--- src/rtl/serial_alu_seq.sv ---
// Nibble-serial sequencer for a 4-bit add/sub ALU.
// Takes one wide command, runs it through the external ALU LSB nibble first, and returns the sum with C/Z/V flags.
module serial_alu_seq #(
    parameter int NIBBLES = 4
) (
    input  logic                   clk,
    input  logic                   rst,
    input  logic                   in_valid,
    output logic                   in_ready,
    input  logic                   in_op,
    input  logic [4*NIBBLES-1:0]   in_a,
    input  logic [4*NIBBLES-1:0]   in_b,
    output logic [3:0]             alu_a,
    output logic [3:0]             alu_b,
    output logic                   alu_ci,
    input  logic [3:0]             alu_s,
    input  logic                   alu_co,
    output logic                   out_valid,
    input  logic                   out_ready,
    output logic [4*NIBBLES-1:0]   out_s,
    output logic                   out_co,
    output logic                   out_z,
    output logic                   out_v
);

    localparam int W  = 4 * NIBBLES;
    localparam int IW = (NIBBLES > 1) ? $clog2(NIBBLES) : 1;

    typedef enum logic [1:0] {
        IDLE = 2'd0,
        RUN  = 2'd1,
        DONE = 2'd2
    } state_t;

    state_t         state;
    state_t         state_next;
    logic [IW-1:0]  idx;
    logic           carry;
    logic           op_reg;
    logic [W-1:0]   a_reg;
    logic [W-1:0]   b_reg;
    logic [W-1:0]   res;
    logic [W-1:0]   res_next;
    logic           last_nibble;

    assign last_nibble = (idx == IW'(NIBBLES - 1));
    assign out_s       = res;
    assign out_valid   = (state == DONE);

    always_ff @(posedge clk) begin
        if (rst) begin
            state <= IDLE;
        end else begin
            state <= state_next;
        end
    end

    // The ALU inverts B itself when ci=1, so B is pre-inverted whenever op and carry disagree;
    // this yields A + B + carry for add and A + ~B + carry for subtract.
    always_comb begin
        state_next = state;
        in_ready   = 1'b0;
        alu_a      = 4'h0;
        alu_b      = 4'h0;
        alu_ci     = 1'b0;
        res_next   = res;
        case (state)
            IDLE: begin
                in_ready = ~rst;
                if (in_valid) begin
                    state_next = RUN;
                end
            end
            RUN: begin
                alu_a  = a_reg[{idx, 2'b00} +: 4];
                alu_b  = b_reg[{idx, 2'b00} +: 4] ^ {4{op_reg ^ carry}};
                alu_ci = carry;
                res_next[{idx, 2'b00} +: 4] = alu_s;
                if (last_nibble) begin
                    state_next = DONE;
                end
            end
            DONE: begin
                if (out_ready) begin
                    state_next = IDLE;
                end
            end
            default: state_next = IDLE;
        endcase
    end

    always_ff @(posedge clk) begin
        if (rst) begin
            idx    <= '0;
            carry  <= 1'b0;
            op_reg <= 1'b0;
            a_reg  <= '0;
            b_reg  <= '0;
            res    <= '0;
            out_co <= 1'b0;
            out_z  <= 1'b0;
            out_v  <= 1'b0;
        end else begin
            case (state)
                IDLE: begin
                    if (in_valid) begin
                        a_reg  <= in_a;
                        b_reg  <= in_b;
                        op_reg <= in_op;
                        idx    <= '0;
                        carry  <= in_op;
                    end
                end
                RUN: begin
                    res   <= res_next;
                    carry <= alu_co;
                    idx   <= idx + 1'b1;
                    // Flags are taken from the top nibble on the final RUN edge.
                    if (last_nibble) begin
                        out_co <= alu_co;
                        out_z  <= (res_next == '0);
                        if (op_reg) begin
                            out_v <= (a_reg[W-1] != b_reg[W-1]) && (alu_s[3] != a_reg[W-1]);
                        end else begin
                            out_v <= (a_reg[W-1] == b_reg[W-1]) && (alu_s[3] != a_reg[W-1]);
                        end
                    end
                end
                default: ;
            endcase
        end
    end

endmodule
--- config.mk ---
export PLATFORM = sky130hd
export DESIGN_NAME = serial_alu_seq
export DESIGN_NICKNAME = d
export VERILOG_FILES = /design/src/rtl/serial_alu_seq.sv
export SDC_FILE = /design/constraint.sdc
export NUM_CORES = 1
export LEC_CHECK = 0
export BUFFER_PORTS_ARGS = -buffer_cell sky130_fd_sc_hd__buf_2
export CORE_MARGIN = 8
export CORE_UTILIZATION = 43
export CTS_CLUSTER_DIAMETER = 30
export CTS_CLUSTER_SIZE = 12
export DETAILED_ROUTE_END_ITERATION = 8
export PLACE_DENSITY = 0.65
export SYNTH_ARGS = -nofsm -noshare
export SYNTH_HDL_FRONTEND = slang
export SYNTH_SLANG_ARGS = --single-unit
--- constraint.sdc ---
create_clock -name clk -period 2.7 [get_ports clk]
set_clock_uncertainty 0.05 [all_clocks]
set_input_delay 0.54 -clock clk [delete_from_list [all_inputs] [get_ports clk]]
set_output_delay 0.54 -clock clk [all_outputs]
set_load 0.02 [all_outputs]
==> results of run 1 <==
[layer usage]
| layer | share of wire, % | wire [um] |
|---|---|---|
| met4 | 0.55 | 38 |
| met2 | 48 | 3330 |
| met5 | 0 | 0 |
| met1 | 44 | 3070 |
| met3 | 7.0 | 488 |
[placed cells by master, fill, tap and decap left out, drive strengths merged, types with 5 or more instances in the layout]
cell type and n:
o21ai 5, clkbuf 13, buf 78, nor2 28, and2 6, xnor2 5
nand2 76, mux4 8, a22oi 15, a21oi 39, ha 6, nand3 7
dfxtp 57
[power by group through the flow]
stage	logic [uW]	registers [uW]	clock network [uW]
floorplan	192	921	0
global placement	272	926	0
detailed placement	274	927	0
CTS	276	909	718
global route	303	914	759
finish	273	909	697
[worst min path at each step]
| stage | from | end | slack [ns] | depth (start not counted) |
|---|---|---|---|---|
| 2_1_floorplan | b_reg[4] | b_reg[4] | 0.38 | 2 |
| 3_3_place_gp | a_reg[9] | a_reg[9] | 0.39 | 2 |
| 3_5_place_dp | b_reg[4] | b_reg[4] | 0.40 | 2 |
| 4_1_cts | in_a[12] | a_reg[12] | 0.37 | 3 |
| 5_1_grt | in_a[12] | a_reg[12] | 0.37 | 3 |
| 6_report | in_a[11] | a_reg[11] | 0.39 | 3 |
[layout make-up]
type / count / area (um^2) / area share (%)
tap: 75 / 93.8 / 2.90
clock buffer: 13 / 159 / 4.91
timing repair buffer: 78 / 408 / 12.6
clock inverter: 3 / 15.0 / 0.464
multi-input combinational: 229 / 1410 / 43.5
inverter: 3 / 11.3 / 0.348
sequential: 57 / 1140 / 35.3
[logic make-up after synthesis]
logic type      synth area share [%]
compound gates                  15.1
xor+xnor                        1.97
buf+inv                         4.23
simple gates                    24.7
flops                           42.9
fa+ha+maj                       2.82
mux                             8.23
[worst max-delay path, stage by stage, from the launching register on]
cell     delay, ns
dfxtp_2       0.53
buf_4         0.25
mux4_2        0.51
and2_1        0.18
buf_2         0.16
[metrics by stage]
step | instance area (um^2) | util [%] | power (uW)
CTS | 3240 | 54.3 | 1900
global route | 3240 | 54.3 | 1980
floorplan | 2660 | - | 1110
finish | 3240 | 54.3 | 1880
detailed placement | 3060 | 51.4 | 1200
global placement | 3060 | 51.4 | 1200
==> results.cfg, run 1 <==
[setup_path]
path_class = reg -> out
cp-startpoint = idx[0]
crit_path_end = alu_a[0]
rr_worst_depth = 7
startpoint_type = flip-flop
end_kind = output pin
r2r_start = idx[0]
worstPathRequired_ns = 2.11
r2r_setup_slack_ns = 0.54
cp_max_fo = 12
crit_arrival_ns = 1.95
rr_endpoint = out_z

[clocking]
postCtsSetupBuffers = 0
cts_resized = 1
clock_latency_ns = 0.33
cts_buffers = 9
clk_pin_slew_ns = 0.06
cts_hold_buf = 0
clock-sinks = 57
cts_tree = built
htreeDepth = 3
cts_buffer_depth = 2
ctsRootBufferMaster = clkbuf_8

[synth]
synth_edf_count = 0
netlist_area_um2 = 2660
synthTopCellsByArea = dfxtp_1 (43%), nand2_1 (11%), a21oi_1 (7.3%)
yosysUniqueCellTypes = 42
ys.warnings.count = 0
ys_seq_area_share_pct = 42.9
synthArstFlopShare_pct = 0
yosysMostFrequentCell = nand2_1
synth_commonest_cells = nand2_1 (76), dfxtp_1 (57), a21oi_1 (39), nor2_1 (28), a22oi_1 (15)
netlist.area_leader.share_pct = 42.9
syn-num-nets = 357
synthCells = 309
yosysTopAreaCell = dfxtp_1
ys_ff_latch = 57
synth.avg_cell_area_um2 = 8.61
synth_flop_cell = dfxtp_1

[detailed_routing]
drt_wl_total_mm = 6.93
num_vias = 2367
drt_iter0_markers = 112
vias_per_cell = 5.17
drc = 0
dr.pass1.iters = 4
wl_per_cell_um = 15.1
antenna_left = 0

[floorplan]
rows = 28
die-height_um = 94.7
core_um2 = 5960
ioPinCount = 72
die-area_um2 = 8960
die_width_um = 94.7
initial_core_util_pct = 44.7

[layout]
layout-drive-gt1-share_pct = 27.4
n_fill_cell = 597
layout.cells.non_filler = 458
diodes = 0
nets = 426
syn2layout_area_growth_pct = 21.6

[timing]
drv_slew = 0
worstMarginPinSlew_ns = 0.721
fmax_ghz = 0.393
setup_viol_count_final = 0
rsz0062_at_grt = no
fin_tns_setup_ns = 0
fin_crit_sh_pct = 94.1
finalHoldViolCount = 0
hold_slack_ns = 0.386
layout_setup_ws_ns = 0.159
min_period_ns = 2.54
relSlewSlack_pct = 52.0

[placed_design]
port_buffers = 71
place_congestion = 0.801
dpl_worst_slack_ns = 0.278
dp_hpwl_mm = 4.98
placed_cells = 442

[global_routing]
met2_usage_pct = 25.9
grt.busiest_layer = met2
antenna_found_initial = 0
grt_use_total_pct = 16.1
grt_pass1_vias = 2317
grt_first_pass_wirelength_mm = 11.3
grt_overflow = 0
grtUsageMet1_pct = 19.1
use_met3_pct = 7.62
grt_max_degree = 36

[pwr]
switching_power_uw = 505
power.density_nw_per_um2 = 581
clkPwrFrac_pct = 37.1
internal_power_uw = 1370
power_leakage_uw = 0.00140
swShare_pct = 26.9
power_frac_seq_pct = 48.4
irDropWorstVdd_mv = 0.399
p_comb_share_pct = 14.5

[worst_hold_path]
hold_class = in -> reg

[run_status]
status = finished clean

[run]
maxCapViolCount = 0
No activity file was read; power rests on OpenSTA's default activity.
==> inputs of run 2 (changes only) <==
GPL_TIMING_DRIVEN = 0   (was default)
==> run 2 against run 1 <==
Net effect: sequential cell count unchanged; maximum frequency up 1.0%; die area unchanged; final cell count up 2.2%; setup slack better by 0.026 ns; highest routed layer unchanged; worst hold slack better by 0.0050 ns; sequential share of layout area down 0.20 points; clock-buffer cell count unchanged; clock power down 12%; critical path depth up 1; register-to-register slack worse by 0.20 ns; utilization up 0.32 points.
==> results.cfg, run 2 (synthesized netlist as in run 1, its figures left out) <==
[setup_path]
startpoint_type = flip-flop
crit_chain = buf_6 > mux4_2 > xnor2_1 > nor2_1 > buf_2
end_kind = output pin
worstPathRequired_ns = 2.11
crit_arrival_ns = 1.93
crit_family = multiplexers
cp_max_fo = 10
path_class = reg -> out
cp_num_buf_inv = 2
cp_slowest_cell = mux4_2
max_stage_delay_ns = 0.53

[detailed_routing]
vias_per_cell = 5.26
antenna_left = 0
drc = 0
wl_per_cell_um = 15.3
drt_iter0_markers = 153
num_vias = 2464
dr.pass1.iters = 4
drt_wl_total_mm = 7.15

[placed_design]
dp_hpwl_mm = 5.35
port_buffers = 70
dpl_worst_slack_ns = 0.102
place_congestion = 0.810

[pwr]
swShare_pct = 26.9
internal_power_uw = 1320
irDropWorstVdd_mv = 0.321
finalPower_uw = 1810
power.density_nw_per_um2 = 556
power_leakage_uw = 0.00141
p_comb_share_pct = 15.8
power_frac_seq_pct = 50.2
switching_power_uw = 487
clkPwrFrac_pct = 34.0

[floorplan]
ioPinCount = 72
rows = 28
die_width_um = 94.7
die-height_um = 94.7
initial_core_util_pct = 44.7
die-area_um2 = 8960
core_um2 = 5960

[clocking]
clk_pin_slew_ns = 0.06
ctsRootBufferMaster = clkbuf_8
cts_tree = built
htreeDepth = 3
cts_buffers = 9
postCtsSetupBuffers = 0
cts_buffer_depth = 2
clock_latency_ns = 0.33
clock-sinks = 57

[timing]
relSlewSlack_pct = 65.9
worstMarginPinSlew_ns = 0.511
fin_tns_setup_ns = 0
rsz0062_at_grt = no
layout_setup_ws_ns = 0.185
fmax_ghz = 0.398
fin_crit_sh_pct = 93.2
finalHoldViolCount = 0
setup_viol_count_final = 0
drv_slew = 0
min_period_ns = 2.52

[global_routing]
grt_max_degree = 11
antenna_found_initial = 0
grt_pass1_vias = 2431
grt_overflow = 0
grt_first_pass_wirelength_mm = 11.8
grt_use_total_pct = 17.0

[worst_hold_path]
hold_class = in -> reg

[layout]
syn2layout_area_growth_pct = 22.3
nets = 438
layout-drive-gt1-share_pct = 27.5
diodes = 0
final_common_cell = buf_2
final_cell_mix = buf_2 (82), nand2_1 (76), dfxtp_1 (56)

[run]
maxCapViolCount = 0

[run_status]
status = finished clean
run 2: final cells by class:
type	instances	area [um^2]
Buffer	20	106
Clock buffer	13	139
Clock inverter	1	5.00
Fill cell	598	2700
Inverter	3	11.3
Multi-Input combinational cell	229	1410
Sequential cell	57	1140
Tap cell	75	93.8
Timing Repair Buffer	70	350
run 2: timing repair:
action / CTS / global route
pin swaps: 0 / 0
resized for setup: 1 / 3
hold buffers: 0 / 0
endpoints found under the setup margin: 1 / 5
run 2: power by group through the flow:
stage / logic [uW] / registers [uW] / clock network (uW)
2_1_floorplan: 192 / 921 / 0
4_1_cts: 288 / 908 / 639
6_report: 287 / 908 / 615
5_1_grt: 319 / 913 / 683
3_5_place_dp: 286 / 925 / 0
3_3_place_gp: 283 / 924 / 0
run 2: metal layers:
layer	up-vias	share of wire (%)	global-route usage, %
met5	-	0	0
met4	0	1.3	6.50
li1	1234	-	-
met2	71	48	27.2
met1	1151	44	20.3
met3	8	6.5	6.19
run 2: final timing paths:
| check | start | to | slack (ns) | cells past startpoint |
|---|---|---|---|---|
| max reg2reg | idx[1] | out_z | 0.34 | 9 |
| min | in_b[9] | b_reg[9] | 0.39 | 3 |
| min reg2reg | out_co | out_co | 0.40 | 2 |
| max | idx[0] | alu_b[2] | 0.18 | 5 |
run 2: per-stage QoR:
stage               cells  utilization, %  area (um^2)  hold WS, ns
finish                468            54.7         3260        0.391
global route          468            54.7         3260        0.372
floorplan             309               -         2660        0.382
global placement      454            52.1         3110        0.389
CTS                   468            54.6         3250        0.373
detailed placement    454            52.1         3110        0.394
run 2: worst min-delay path: cells and delay by family:
kind,cells,cell delay (ns)
buffers and inverters,1,0.09
AO/OA/AOI/OAI,1,0.05
AND/OR/NAND/NOR,1,0.04
